[src/rtl/l1_collector.sv]
// l1_collector
//   Receive-side L1 signalling extractor. Walks a delineated T2-MI byte stream,
//   accepts packets of type PKT_TYPE, skips the 6-byte header plus L1_OFFSET
//   payload bytes, and captures the next L1_LEN_BYTES bytes into a shadow
//   register. A complete capture is published on L1_BUS (byte i on [8i+7:8i]).
// Ports
//   CLK, RST            clock, asynchronous active-high reset
//   DATA_IN, ENA_IN     stream byte and its valid strobe
//   PSTART              byte 0 of a packet (only meaningful with ENA_IN)
//   L1_BUS              last good L1 block
//   L1_VALID            1-cycle pulse, L1_BUS just updated
//   L1_CHANGED          1-cycle pulse with L1_VALID when the block differs
//   L1_ERR              1-cycle pulse, accepted packet aborted or too short
//   L1_COUNT            number of L1_VALID pulses, wrapping
module l1_collector #(
  parameter int          L1_LEN_BYTES = 32,
  parameter int          L1_OFFSET    = 2,
  parameter logic [7:0]  PKT_TYPE     = 8'h10
) (
  input  logic                      CLK,
  input  logic                      RST,
  input  logic [7:0]                DATA_IN,
  input  logic                      ENA_IN,
  input  logic                      PSTART,
  output logic [8*L1_LEN_BYTES-1:0] L1_BUS,
  output logic                      L1_VALID,
  output logic                      L1_CHANGED,
  output logic                      L1_ERR,
  output logic [15:0]               L1_COUNT
);
  localparam int          BW        = 8*L1_LEN_BYTES;
  localparam int          CW        = $clog2(L1_LEN_BYTES + L1_OFFSET + 8);
  localparam int          SKIP_LAST = (L1_OFFSET > 0) ? L1_OFFSET - 1 : 0;
  localparam logic [16:0] MIN_BITS  = 17'(8*(L1_OFFSET + L1_LEN_BYTES));

  typedef enum logic [2:0] {S_IDLE, S_HDR, S_SKIP, S_CAP, S_DONE} state_t;

  state_t           state_q, state_d;
  logic [CW-1:0]    cnt_q, cnt_d;
  logic [7:0]       len_hi_q, len_hi_d;
  logic [BW-1:0]    shadow_q, shadow_d;
  logic [BW-1:0]    bus_q, bus_d;
  logic             vld_q, vld_d, chg_q, chg_d, err_q, err_d;
  logic [15:0]      count_q, count_d;

  logic sof, type_ok, busy, len_ok, cap_last;
  assign sof      = PSTART & ENA_IN;
  assign type_ok  = (DATA_IN == PKT_TYPE);
  assign busy     = (state_q == S_HDR) || (state_q == S_SKIP) || (state_q == S_CAP);
  // byte 5 completes payload_len; compare using the live low byte
  assign len_ok   = ({1'b0, len_hi_q, DATA_IN} >= MIN_BITS);
  assign cap_last = (cnt_q == CW'(L1_LEN_BYTES - 1));

  // state register
  always_ff @(posedge CLK or posedge RST) begin
    if (RST) begin
      state_q  <= S_IDLE;
      cnt_q    <= '0;
      len_hi_q <= '0;
      shadow_q <= '0;
      bus_q    <= '0;
      vld_q    <= 1'b0;
      chg_q    <= 1'b0;
      err_q    <= 1'b0;
      count_q  <= '0;
    end else begin
      state_q  <= state_d;
      cnt_q    <= cnt_d;
      len_hi_q <= len_hi_d;
      shadow_q <= shadow_d;
      bus_q    <= bus_d;
      vld_q    <= vld_d;
      chg_q    <= chg_d;
      err_q    <= err_d;
      count_q  <= count_d;
    end
  end

  // next-state
  always_comb begin
    state_d = state_q;
    cnt_d   = cnt_q;
    if (sof) begin
      // PSTART always restarts parsing, whatever state we were in
      state_d = type_ok ? S_HDR : S_IDLE;
      cnt_d   = CW'(1);
    end else begin
      case (state_q)
        S_HDR: if (ENA_IN) begin
          if (cnt_q == CW'(5)) begin
            state_d = len_ok ? ((L1_OFFSET == 0) ? S_CAP : S_SKIP) : S_IDLE;
            cnt_d   = '0;
          end else begin
            cnt_d = cnt_q + CW'(1);
          end
        end
        S_SKIP: if (ENA_IN) begin
          if (cnt_q == CW'(SKIP_LAST)) begin
            state_d = S_CAP;
            cnt_d   = '0;
          end else begin
            cnt_d = cnt_q + CW'(1);
          end
        end
        S_CAP: if (ENA_IN) begin
          if (cap_last) begin
            state_d = S_DONE;
            cnt_d   = '0;
          end else begin
            cnt_d = cnt_q + CW'(1);
          end
        end
        S_DONE:  state_d = S_IDLE;
        default: state_d = S_IDLE;
      endcase
    end
  end

  // outputs / datapath
  always_comb begin
    len_hi_d = len_hi_q;
    shadow_d = shadow_q;
    bus_d    = bus_q;
    vld_d    = 1'b0;
    chg_d    = 1'b0;
    err_d    = 1'b0;
    count_d  = count_q;
    if (sof) begin
      err_d = busy;
    end else if (ENA_IN) begin
      if (state_q == S_HDR) begin
        if (cnt_q == CW'(4)) len_hi_d = DATA_IN;
        if (cnt_q == CW'(5) && !len_ok) err_d = 1'b1;
      end
      if (state_q == S_CAP) begin
        shadow_d[8*int'(cnt_q) +: 8] = DATA_IN;
        // publish on the edge taking the last byte so L1_VALID lands
        // in the DONE cycle together with the new bus value
        if (cap_last) begin
          bus_d   = shadow_d;
          vld_d   = 1'b1;
          chg_d   = (shadow_d != bus_q);
          count_d = count_q + 16'd1;
        end
      end
    end
  end

  assign L1_BUS     = bus_q;
  assign L1_VALID   = vld_q;
  assign L1_CHANGED = chg_q;
  assign L1_ERR     = err_q;
  assign L1_COUNT   = count_q;
endmodule

[config.mk]
export PLATFORM = sky130hd
export DESIGN_NAME = l1_collector
export DESIGN_NICKNAME = d
export VERILOG_FILES = /design/src/rtl/l1_collector.sv
export SDC_FILE = /design/constraint.sdc
export NUM_CORES = 2
export LEC_CHECK = 0
export ABC_AREA = 1
export CELL_PAD_IN_SITES_DETAIL_PLACEMENT = 0
export CELL_PAD_IN_SITES_GLOBAL_PLACEMENT = 1
export CORE_ASPECT_RATIO = 0.8
export CORE_MARGIN = 2
export CORE_UTILIZATION = 43
export CTS_BUF_LIST = sky130_fd_sc_hd__clkbuf_8
export DETAILED_ROUTE_END_ITERATION = 10
export PLACE_DENSITY = 0.94
export SLEW_MARGIN = 40
export SYNTH_ARGS = -nofsm -noshare
export SYNTH_HDL_FRONTEND = slang
export SYNTH_SLANG_ARGS = --single-unit
[constraint.sdc]
create_clock -name CLK -period 23.3 [get_ports CLK]
set_input_delay 3.495 -clock CLK [delete_from_list [all_inputs] [get_ports CLK]]
set_output_delay 3.495 -clock CLK [all_outputs]
set_load 0.02 [all_outputs]
==> out/results.ini <==
[status]
status = complete, but fails checks
failed_checks = design-rule violations

[clocking]
cts-buffers-inserted = 96
cts-resized-gates = 0
clkTransAtPathRegs_ps = 60
root_buffer = clkbuf_8
insertion_delay_ps = 720
cts_sinks = 548
postCtsSetupRepairBufs = 0
clock_path_buffers = 3
holdBufCountCts = 0
htreeDepth = 3
cts_tree = built

[critical_path]
worstPathArrival_ps = 7720
cp_max_fo = 209
crit_chain = clkdlybuf4s50_1 -> inv_1 -> nor2_1 -> inv_1 -> nor2_1 -> inv_12 -> nor2_2 -> buf_4 -> inv_8 -> clkbuf_8 -> buf_4 -> o21ai_0
slowest_delay_ps = 700
cp_slowest_cell = buf_4
critPathKind = input port to flip-flop
r2r_slack_ps = 17740
critPathCaptureType = flip-flop
worstPathRequired_ps = 23860
worst_setup_path_start_kind = input port

[synth]
yosysSeqAreaShare = 0.4460
ys_ff_latch = 548
synth_fp_nets = 4456
netlist_area_mm2 = 0.03075
synth_cells = 4439
yosys_warnings = 0
synth.distinct_cells = 37
avgSynthCellArea_um2 = 6.927

[pwr]
p_per_area_mw_per_mm2 = 104.7
max-vdd-ir-drop_mv = 0.1009
leakagePower_nw = 17.21
finalPower_mw = 3.822

[routing]
ant_nets = 0
avgRoutedWirePerCell_um = 17.77
wirelength_mm = 100.9
viasPerCell = 5.205
drc = 14
drtPass1Iterations = 11
drtIter0Drc = 3021
vias = 29550

[floorplanning]
die_h_um = 243.2
io_pins = 287
start_util = 0.4352
rows = 87
die_x_um = 303.0
dieArea_mm2 = 0.07368
core_mm2 = 0.07065

[cells_and_area]
drive_gt1_frac = 0.05187
final.fill_count = 6890
diodes = 0
syn2layout_area_growth_pct = 18.73
final_nets = 4682
design_area_mm2 = 0.03651

[global_route]
grt_max_degree = 210
antenna_found_initial = 1
grt_pass1_vias = 26440
gr-total-overflow = 0
track_usage = 0.2724
grt_pass1_wl_mm = 155.3

[timing]
fmax_ghz = 0.1396
rsz0062_at_grt = no
setup_tns_ps = 0
final_max_slew_viol_count = 0
worst_pin_slew_ps = 909.1
timing.hold.ws_ps = 480.0
relSlewSlack = 0.3917
hold_viol = 0
setup_viol = 0
period_minus_slack_ps = 7163
fin_crit_sh = 0.3074
clock_skew_ps = 31.68

[job]
cap_violations = 0

[place]
port_buffers = 286
place_area_mm2 = 0.03432
dp_hpwl_mm = 71.30
place.gp.congestion = 0.9651

[worst_hold_path]
min_path_type = flip-flop to flip-flop

## final cells by class
class                           instances  area, µm²  share of cell area
Clock buffer                          133       1831             0.05014
Inverter                              533       2033             0.05569
Timing Repair Buffer                  318       3172             0.08688
Tap cell                              934       1169             0.03201
Multi-Input combinational cell       3168      14290              0.3915
Sequential cell                       548      13710              0.3756
Clock inverter                         43      296.5            0.008123
## final timing paths
path                                 to          from  depth (start not counted)
max                         L1_BUS[108]        ENA_IN                         12
min                        shadow_q[29]  shadow_q[29]                          2
max reg2reg                  L1_CHANGED      cnt_q[0]                         19
min reg2reg                shadow_q[29]  shadow_q[29]                          2
max in group asynchronous   L1_BUS[173]           RST                          5
min in group asynchronous   L1_BUS[253]           RST                          2
## cell usage after synthesis
master    count  share of area
nand2_1    1779           0.22
dfrtp_1     548           0.45
o21ai_0     535          0.087
inv_1       523          0.064
nand3_1     235          0.038
nor2_1      200          0.024
nand3b_1    139          0.034
nand4_1     139          0.028
clkbuf_1    138          0.017
buf_2        41         0.0067
o211ai_1     21         0.0051
o21ai_1      18         0.0029
xor2_1       16         0.0046
nor2_2       14         0.0028
nor3_1       14         0.0023
or2_2        10         0.0020
buf_1         9         0.0011
inv_2         8        0.00098
nand3_2       8         0.0026
ha_1          5         0.0020
a21oi_1       4        0.00065
xnor2_1       4         0.0011
a31oi_1       3        0.00061
mux2_2        3         0.0011
nand4_2       3         0.0012
nor2_4        3         0.0011
nor4_1        3        0.00061
buf_4         2        0.00049
clkinv_1      2        0.00024
nand2_2       2        0.00041
nor3_2        2        0.00065
nor3_4        2         0.0011
o22ai_1       2        0.00041
nor3b_1       1        0.00024
o221ai_1      1        0.00028
o32ai_1       1        0.00028
xor2_2        1        0.00053
## critical path: cells and delay by family
family	cells	cell delay, ps
buffers and inverters	8	3500
and+or+nand+nor	3	360
AOI/OAI and AO/OA	1	200
## report_power, final
group	total [mW]	internal, mW	leakage [nW]	switching, mW
clock	0.976	0.550	1.19	0.426
sequential	1.16	1.08	7.56	0.0830
combinational	1.68	0.430	8.46	1.25
total	3.82	2.06	17.2	1.76
## metal layers
metal  share of wire  vias up  global-route usage
li1                -    14590                   -
met1            0.44    13670              0.3873
met2            0.42     1095              0.3896
met3           0.097      194             0.07644
met4           0.040        0              0.1074
met5               0        -                   0
## flip-flops by register name, summed over array words and instances, names as in the netlist
signal,count
shadow_q,256
L1_BUS,256
cnt_q,6
L1_COUNT,16
L1_VALID,1
L1_ERR,1
state_q,3
L1_CHANGED,1
len_hi_q,8
## per-stage QoR
stage,std cells,setup WS [ps],utilization
3_3_place_gp,5500,14750,0.4854
4_1_cts,5676,16110,0.5159
6_report,5677,16140,0.5168
2_1_floorplan,4439,4484,-
3_5_place_dp,5500,15320,0.4858
5_1_grt,5677,15640,0.5168
## cell families after synthesis
kind of cell | after synthesis | synth area share
AOI/OAI and AO/OA | 585 | 0.09738
xor gates and xnor gates | 21 | 0.006226
adders and majority gates | 5 | 0.002035
buffers and inverters | 723 | 0.09017
DFF | 548 | 0.4460
muxes | 3 | 0.001099
and+or+nand+nor | 2554 | 0.3571
## cell usage in the layout, fill, tap and decap left out, types with 7 or more instances in the layout
| cell type | instances |
|---|---|
| or2_2 | 10 |
| nor2_1 | 198 |
| inv_2 | 7 |
| o211ai_1 | 21 |
| nand3b_1 | 139 |
| inv_1 | 546 |
| clkdlybuf4s50_1 | 286 |
| buf_4 | 21 |
| clkbuf_8 | 134 |
| o21ai_0 | 535 |
| xor2_1 | 16 |
| nand3_2 | 10 |
| nand3_1 | 233 |
| clkinv_2 | 11 |
| nand4_1 | 139 |
| buf_6 | 8 |
| nor3_1 | 14 |
| o21ai_1 | 18 |
| nand2_1 | 1779 |
| dfrtp_1 | 548 |
| nor2_2 | 15 |
Power figures use the tool's default switching activity.
